==> src/rtl/tdm_demux_1_4.sv <==
// Receive side of a 4-slot TDM link: locks to the slot-0 marker, de-interleaves
// slots into a shadow buffer and updates the four channel outputs once per frame.
module tdm_demux_1_4 #(
   parameter int unsigned W = 1
) (
   input  logic         CLK,
   input  logic         RST,
   input  logic [W-1:0] IN,
   input  logic         EN,
   input  logic         SYNC,
   output logic [W-1:0] A,
   output logic [W-1:0] B,
   output logic [W-1:0] C,
   output logic [W-1:0] D,
   output logic [1:0]   SEL,
   output logic         VALID,
   output logic         LOCK,
   output logic         ERR
);

   typedef enum logic {
      UNLOCKED = 1'b0,
      LOCKED   = 1'b1
   } state_t;

   state_t         state_q, state_d;
   logic [1:0]     sel_q, sel_d;
   logic [W-1:0]   sh0_q, sh0_d;
   logic [W-1:0]   sh1_q, sh1_d;
   logic [W-1:0]   sh2_q, sh2_d;
   logic [W-1:0]   a_q, a_d;
   logic [W-1:0]   b_q, b_d;
   logic [W-1:0]   c_q, c_d;
   logic [W-1:0]   d_q, d_d;
   logic           valid_q, valid_d;
   logic           err_q, err_d;

   always_ff @(posedge CLK or posedge RST) begin
      if (RST) begin
         state_q <= UNLOCKED;
         sel_q   <= '0;
         sh0_q   <= '0;
         sh1_q   <= '0;
         sh2_q   <= '0;
         a_q     <= '0;
         b_q     <= '0;
         c_q     <= '0;
         d_q     <= '0;
         valid_q <= 1'b0;
         err_q   <= 1'b0;
      end else begin
         state_q <= state_d;
         sel_q   <= sel_d;
         sh0_q   <= sh0_d;
         sh1_q   <= sh1_d;
         sh2_q   <= sh2_d;
         a_q     <= a_d;
         b_q     <= b_d;
         c_q     <= c_d;
         d_q     <= d_d;
         valid_q <= valid_d;
         err_q   <= err_d;
      end
   end

   always_comb begin
      state_d = state_q;
      sel_d   = sel_q;
      sh0_d   = sh0_q;
      sh1_d   = sh1_q;
      sh2_d   = sh2_q;
      a_d     = a_q;
      b_d     = b_q;
      c_d     = c_q;
      d_d     = d_q;
      valid_d = 1'b0;
      err_d   = 1'b0;

      if (EN) begin
         unique case (state_q)
            UNLOCKED: begin
               if (SYNC) begin
                  sh0_d   = IN;
                  sel_d   = 2'd1;
                  state_d = LOCKED;
               end
            end
            LOCKED: begin
               if (SYNC) begin
                  // A marker anywhere but slot 0 abandons the partial frame and restarts it.
                  err_d = (sel_q != 2'd0);
                  sh0_d = IN;
                  sel_d = 2'd1;
               end else begin
                  unique case (sel_q)
                     2'd0: begin
                        err_d   = 1'b1;
                        state_d = UNLOCKED;
                     end
                     2'd1: begin
                        sh1_d = IN;
                        sel_d = 2'd2;
                     end
                     2'd2: begin
                        sh2_d = IN;
                        sel_d = 2'd3;
                     end
                     2'd3: begin
                        a_d     = sh0_q;
                        b_d     = sh1_q;
                        c_d     = sh2_q;
                        d_d     = IN;
                        valid_d = 1'b1;
                        sel_d   = 2'd0;
                     end
                     default: ;
                  endcase
               end
            end
            default: ;
         endcase
      end
   end

   assign A     = a_q;
   assign B     = b_q;
   assign C     = c_q;
   assign D     = d_q;
   assign SEL   = sel_q;
   assign VALID = valid_q;
   assign LOCK  = (state_q == LOCKED);
   assign ERR   = err_q;

endmodule

==> config.mk <==
export PLATFORM = sky130hd
export DESIGN_NAME = tdm_demux_1_4
export DESIGN_NICKNAME = d
export VERILOG_FILES = /design/src/rtl/tdm_demux_1_4.sv
export SDC_FILE = /design/constraint.sdc
export NUM_CORES = 1
export LEC_CHECK = 0
export ABC_CLOCK_PERIOD_IN_PS = 1200
export CAP_MARGIN = 40
export CORE_AREA = 2 2 39 41
export CTS_BUF_LIST = sky130_fd_sc_hd__clkbuf_8
export DETAILED_ROUTE_END_ITERATION = 10
export DIE_AREA = 0 0 41 43
export PLACE_DENSITY = 0.84
export SLEW_MARGIN = 25
export SYNTH_ARGS = -nofsm -noshare
export SYNTH_HDL_FRONTEND = slang
export SYNTH_SLANG_ARGS = --single-unit
==> constraint.sdc <==
create_clock -name CLK -period 1.2 [get_ports CLK]
set_input_delay 0.24 -clock CLK [delete_from_list [all_inputs] [get_ports CLK]]
set_output_delay 0.24 -clock CLK [all_outputs]
set_load 0.02 [all_outputs]
==> results of run 1 <==
[cells in the final DEF, fill, tap and decap left out, types with 2 or more instances in the layout]
cell	Yosys	final
inv_1	3	3
clkdlybuf4s15_1	0	4
clkbuf_8	0	4
clkdlybuf4s15_2	0	2
mux2_4	4	5
buf_4	0	11
dlygate4sd2_1	0	5
dfrtp_2	0	3
a21oi_1	2	2
nand2_1	3	3
clkdlybuf4s50_1	0	2
nor2_1	2	2
dfrtp_1	12	9
[worst max-delay path: cells and delay by family (launching register included)]
kind	cells	cell delay, ns
multiplexers	1	0.32
flip-flops	1	0.39
AND/OR/NAND/NOR	2	0.41
[cells by family (layout without fill, tap and decap cells)]
| group | Yosys count | after routing | share of synthesized area, % |
|---|---|---|---|
| buffers and inverters | 5 | 33 | 3.60 |
| adder cells (fa/ha/maj) | 1 | 1 | 2.25 |
| AO/OA/AOI/OAI | 5 | 5 | 5.63 |
| AND/OR/NAND/NOR | 12 | 12 | 17.6 |
| multiplexers | 7 | 7 | 16.9 |
| flip-flops | 12 | 12 | 54.1 |
[sequential cells by signal, summed over array words and instances (netlist names)]
name and flops:
B 1, sh0_q 1, C 1, sh2_q 1, ERR 1, sh1_q 1, SEL 2, A 1
LOCK 1, VALID 1, D 1
[power by group]
| group | internal, W | switching, W |
|---|---|---|
| clock | 0.000289 | 0.000142 |
| combinational | 0.000450 | 0.000418 |
| sequential | 0.000563 | 0.000105 |
| total | 0.00130 | 0.000665 |
[metrics by stage]
step                cells  power [W]
CTS                    85    0.00197
floorplan              42    0.00112
global route           86    0.00209
global placement       80    0.00152
finish                 86    0.00197
detailed placement     80    0.00155
[final cells by class]
type / count / share of cell area [%]
clock buffers: 4 / 6.36
inverters: 4 / 1.73
multi-input cells: 25 / 29.0
flip-flops and latches: 12 / 35.1
well taps: 16 / 2.31
repair buffers: 25 / 25.4
[routing by layer]
layer | global-route usage (%) | routed length [microns] | part of all wire [%] | vias to the layer above
met2 | 26.6 | 687 | 55 | 13
li1 | - | - | - | 202
met1 | 22.2 | 494 | 39 | 205
met4 | 10.0 | 14 | 1.1 | 0
met5 | 0 | 0 | 0 | -
met3 | 4.71 | 61 | 4.8 | 2
[worst paths after layout]
check / depth (start not counted) / slack [ns] / endpoint / start
setup reg to reg: 3 / -0.04 / sh1_q / SEL[0]
max in group asynchronous: 3 / 0.62 / A / RST
setup / recovery: 3 / -0.04 / sh1_q / SEL[0]
hold reg to reg: 1 / 0.49 / sh2_q / sh2_q
hold / removal: 2 / 0.21 / ERR / RST
min in group CLK: 1 / 0.49 / sh2_q / sh2_q
[repair_timing]
item	4_1_cts	5_1_grt
gates resized for setup	19	4
pin swaps	1	1
endpoints found under the setup margin	16	11
buffers inserted	1	1
==> impl_metrics.csv, run 1 <==
group,metric,value,unit
critical_path,cp_cell_sequence,"nor2b_4 > nor3b_4 > mux2_4",
synthesis,ys_types,21,
flow_run,drv_cap,0,
final_layout,multi_input_area,251,sq um
synthesis,synth_edf_count,0,
sta,finalSetupViolations,6,
power,ir_drop,0.874,mV
critical_path,path_max_fanout,4,
power,power_density,2270,nW/um^2
placement,dpl_cell_area,779,sq um
sta,hold_viol,0,
floorplan,num_rows,14,
sta,rsz0062_at_grt,"true",
placement,place_congestion,0.906,
sta,whs,0.211,ns
critical_path,cp_slowest_cell,"dfrtp_2",
synthesis,netlist_top_cells_count,"dfrtp_1, mux2_4, inv_1, nand2_1",
detailed_routing,drt-wirelength-per-cell,14.6,microns
critical_path,slowest_delay,0.39,ns
cts,ctsHoldBuffers,0,
sta,fin_skew,0.00334,ns
final_layout,syn_to_final_growth,55.9,%
floorplan,die_area,1760,sq um
power,power_leakage,0.432,nW
global_routing,overflow,0,
detailed_routing,drc,0,
cts,cts_root_buffer,"clkbuf_8",
floorplan,die_w,41,microns
critical_path,crit_type,"reg2reg",
synthesis,yosysTopAreaCellShare,54.1,%
synthesis,yosysWarnings,0,
detailed_routing,vias,422,
final_layout,n_antenna_cell,0,
placement,post-place-ws,-0.389,ns
cts,cts_tree,"built",
sta,period_share,103,%
detailed_routing,drt_pass1_iterations,4,
detailed_routing,drt_iter0_drc,3,
status,violations,"negative setup slack",
synthesis,synth_top_cell_by_area,"dfrtp_1",
sta,fmax,808,MHz
floorplan,die_y,43,microns
cts,cts.sinks,12,
cts,clk_latency,0.24,ns
final_layout,fillers,115,
critical_path,worst_ep_required_time,1.32,ns
critical_path,cp-start-kind,"register",
global_routing,grt_pass1_wl,2.00,mm
synthesis,syn_inst,42,
sta,min_period,1.24,ns
synthesis,avgSynthCellArea,13.2,sq um
sta,final.setup.tns,-0.0908,ns
cts,htree_levels,1,
status,status,"finished with violations",
cts,path_clk_slew,0.05,ns
synthesis,yosysSeqAreaShare,54.1,%
final_layout,regArea,304,sq um
final_layout,fin_nets,77,
cts,cts_buffers,3,
detailed_routing,routed_wirelength,1.26,mm
global_routing,grt_pass1_vias,425,
cts,clk_path_buf_depth,2,
synthesis,synthFlopType,"dfrtp_1",
final_layout,stdcell_area,866,sq um
global_routing,grt_antenna_before_repair,0,
critical_path,crit_path_end_kind,"register",
placement,detailed_place_hpwl,921,microns
synthesis,synth_nets,48,
floorplan,pin_count,14,
placement,io_buffers,13,
synthesis,synthArstFlopShare,100,%
sta,finalMaxSlewViolations,0,
sta,worst_slack,-0.0375,ns
sta,worst_pin_slew,0.243,ns
floorplan,core_area,1380,sq um
synthesis,yosys_register_bits,12,
detailed_routing,via_per_inst,4.91,
final_layout,final_util,62.6,%
final_layout,drive_gt1_share,48.6,%
synthesis,netlist_area,556,sq um
sta,relSlewSlack,83.7,%
critical_path,worstPathArrival,1.36,ns
floorplan,start_util,40.1,%
global_routing,track_usage,17.8,%
detailed_routing,antenna_left,0,
hold_path,hp-class,"in2async",
synthesis,synth.area.top_cells,"dfrtp_1, mux2_4, mux2_1",
synthesis,yosysMostFrequentCell,"dfrtp_1",
global_routing,grt_max_degree,9,
Note: power is estimated with default switching activity, not from simulation.
==> run 2: changes to the inputs <==
- ABC_AREA: not set -> 1
- PLACE_DENSITY: 0.84 -> 0.85
==> run 2 against run 1 <==
  * The run now ends clean
  * Register-to-register slack gained 0.13 ns
  * Core utilization shrank 5.9 points
  * Combinational power shrank 1%
  * Highest routed layer unchanged
  * Sequential share of layout area grew 3.2 points
  * Critical path type is now reg2out
  * Largest power group unchanged
==> impl_metrics.csv, run 2 <==
group,metric,value,unit
global_routing,overflow,0,
final_layout,final_util,56.7,%
placement,post-place-ws,-0.166,ns
critical_path,crit_type,"reg2out",
global_routing,track_usage,15.5,%
synthesis,netlist_top_cells_count,"nand2_1, dfrtp_1, inv_1",
critical_path,rr_startpoint,"SEL[1]",
global_routing,grt_antenna_before_repair,0,
synthesis,yosysSeqAreaShare,53.1,%
detailed_routing,drc,0,
detailed_routing,drt_iter0_drc,18,
sta,final.setup.tns,0,ns
synthesis,avgSynthCellArea,8.44,sq um
final_layout,stdcell_area,785,sq um
critical_path,r2r_setup_slack,0.09,ns
flow_run,drv_cap,0,
sta,worst_pin_slew,0.433,ns
cts,path_clk_slew,0.05,ns
detailed_routing,drt-wirelength-per-cell,10.0,microns
critical_path,crit_start,"SEL[1]",
synthesis,synthFlopType,"dfrtp_1",
synthesis,netlist_area,566,sq um
critical_path,cp_top_family,"flip-flops",
critical_path,slowest_delay,0.38,ns
floorplan,pin_count,14,
critical_path,path_buf_inv,1,
placement,place_congestion,0.729,
sta,min_period,1.17,ns
synthesis,yosys_register_bits,12,
cts,cts.sinks,12,
detailed_routing,drt_pass1_iterations,4,
final_layout,final_common_cell,"nand2_1",
placement,io_buffers,13,
power,power_density,2330,nW/um^2
synthesis,synth.area.top_cells,"dfrtp_1, nand2_1, o21ai_0",
cts,cts_buffers,3,
floorplan,start_util,40.9,%
global_routing,grt_max_degree,13,
synthesis,synth_nets,73,
synthesis,syn_inst,67,
critical_path,rr_endpoint,"LOCK",
cts,cts_setup_buffers,0,
detailed_routing,via_per_inst,4.81,
sta,worst_slack,0.0298,ns
cts,clk_latency,0.23,ns
floorplan,num_rows,14,
synthesis,ys_types,11,
synthesis,yosysTopAreaCellShare,53.1,%
critical_path,worst_ep_required_time,0.96,ns
detailed_routing,routed_wirelength,1.04,mm
global_routing,grt_pass1_wl,1.86,mm
synthesis,synth_top_cell_by_area,"dfrtp_1",
sta,finalSetupViolations,0,
final_layout,largest_register_ffs,2,
critical_path,endpoint,"SEL[1]",
final_layout,layout_common_cells,"nand2_1, dfrtp_1, dlygate4sd2_1",
floorplan,die_area,1760,sq um
global_routing,grt_pass1_vias,487,
cts,clk_path_buf_depth,2,
sta,finalMaxSlewViolations,0,
critical_path,cp_slowest_cell,"dfrtp_1",
critical_path,crit_path_end_kind,"output port",
hold_path,hp-class,"in2async",
critical_path,worstPathArrival,0.93,ns
placement,dpl_cell_area,753,sq um
synthesis,yosysMostFrequentCell,"nand2_1",
final_layout,n_antenna_cell,0,
critical_path,reg2reg_depth,8,
critical_path,worst-path-stages,1,
floorplan,core_area,1380,sq um
sta,relSlewSlack,71.1,%
detailed_routing,vias,500,
power,total_power,0.00183,W
sta,hold_viol,0,
critical_path,cp_cell_sequence,"dlygate4sd2_1",
status,status,"finished, final reports clean",
critical_path,cp-start-kind,"register",
sta,rsz0062_at_grt,"false",
final_layout,fin_nets,96,
detailed_routing,antenna_left,0,
cts,htree_levels,1,
floorplan,die_y,43,microns
placement,detailed_place_hpwl,840,microns
final_layout,syn_to_final_growth,38.7,%
sta,fmax,855,MHz
floorplan,die_w,41,microns
cts,cts_tree,"built",
critical_path,path_max_fanout,2,
synthesis,synthArstFlopShare,100,%
sta,period_share,97.5,%
cts,cts_root_buffer,"clkbuf_8",
synthesis,yosysWarnings,0,
power,power_leakage,0.456,nW
sta,fin_skew,0.000770,ns
synthesis,synth_edf_count,0,
power,ir_drop,0.925,mV
final_layout,drive_gt1_share,15.9,%
## run 2: cell count changes in the layout (fill, tap and decap cells not counted), sizes merged, moves of 2 or more
cell | previous run | this run
nand2 | 4 | 30
buf | 12 | 5
mux2 | 7 | 0
o21ai | 0 | 6
clkdlybuf4s15 | 6 | 1
nand3 | 0 | 5
inv | 4 | 8
dlygate4sd2 | 5 | 8
nor2 | 2 | 5
a21oi | 2 | 0
clkdlybuf4s50 | 2 | 4
## run 2: through the flow
step	hold WS [ns]	instances
global placement	0.457	101
finish	0.305	104
floorplan	0.105	67
global route	0.360	104
CTS	0.321	104
detailed placement	0.461	101
## run 2: cells by family (layout without fill, tap and decap cells)
logic type	Yosys count	in the layout	synth area share [%]
AND/OR/NAND/NOR	40	40	34.1
flip-flops	12	12	53.1
buffers and inverters	8	29	5.31
AO/OA/AOI/OAI	6	6	5.31
adder cells (fa/ha/maj)	1	1	2.21
## run 2: repair_timing
item | in CTS | in global routing
pin swaps | 0 | 0
hold buffers | 0 | 0
endpoints found under the setup margin | 9 | 1
resized for setup | 9 | 2
## run 2: layer usage
metal	track usage [%]	up-vias	wire, microns	part of all wire, %
li1	-	251	-	-
met4	8.00	0	18	1.7
met2	23.4	9	522	50
met5	0	-	0	0
met1	20.1	238	458	44
met3	3.14	2	41	3.9
## run 2: how the worst min path moves through the flow
stage,end,cells after the start,from
floorplan,A,1,RST
global route,B,2,RST
global placement,C,2,sh2_q
CTS,B,2,RST
finish,sh0_q,2,RST
detailed placement,sh0_q,2,sh0_q
## run 2: final cells by class
cell class	instances	area [sq um]
Clock buffer	3	41.3
Fill cell	135	599
Inverter	8	30.0
Multi-Input combinational cell	47	235
Sequential cell	12	300
Tap cell	16	20.0
Timing Repair Buffer	18	158
## run 2: worst register-to-register path: stages (launching register included)
cell and delay, ns:
dfrtp_1 0.38, buf_4 0.15, inv_1 0.06, nand2_1 0.08, inv_1 0.06, ha_1 0.13, nand2_1 0.05, nand2_1 0.05
inv_1 0.04
## run 2: power breakdown
group	switching (W)	total (W)	leakage, nW	internal [W]
sequential	0.0000658	0.000626	0.152	0.000560
clock	0.000126	0.000346	0.0216	0.000219
combinational	0.000524	0.000856	0.282	0.000332
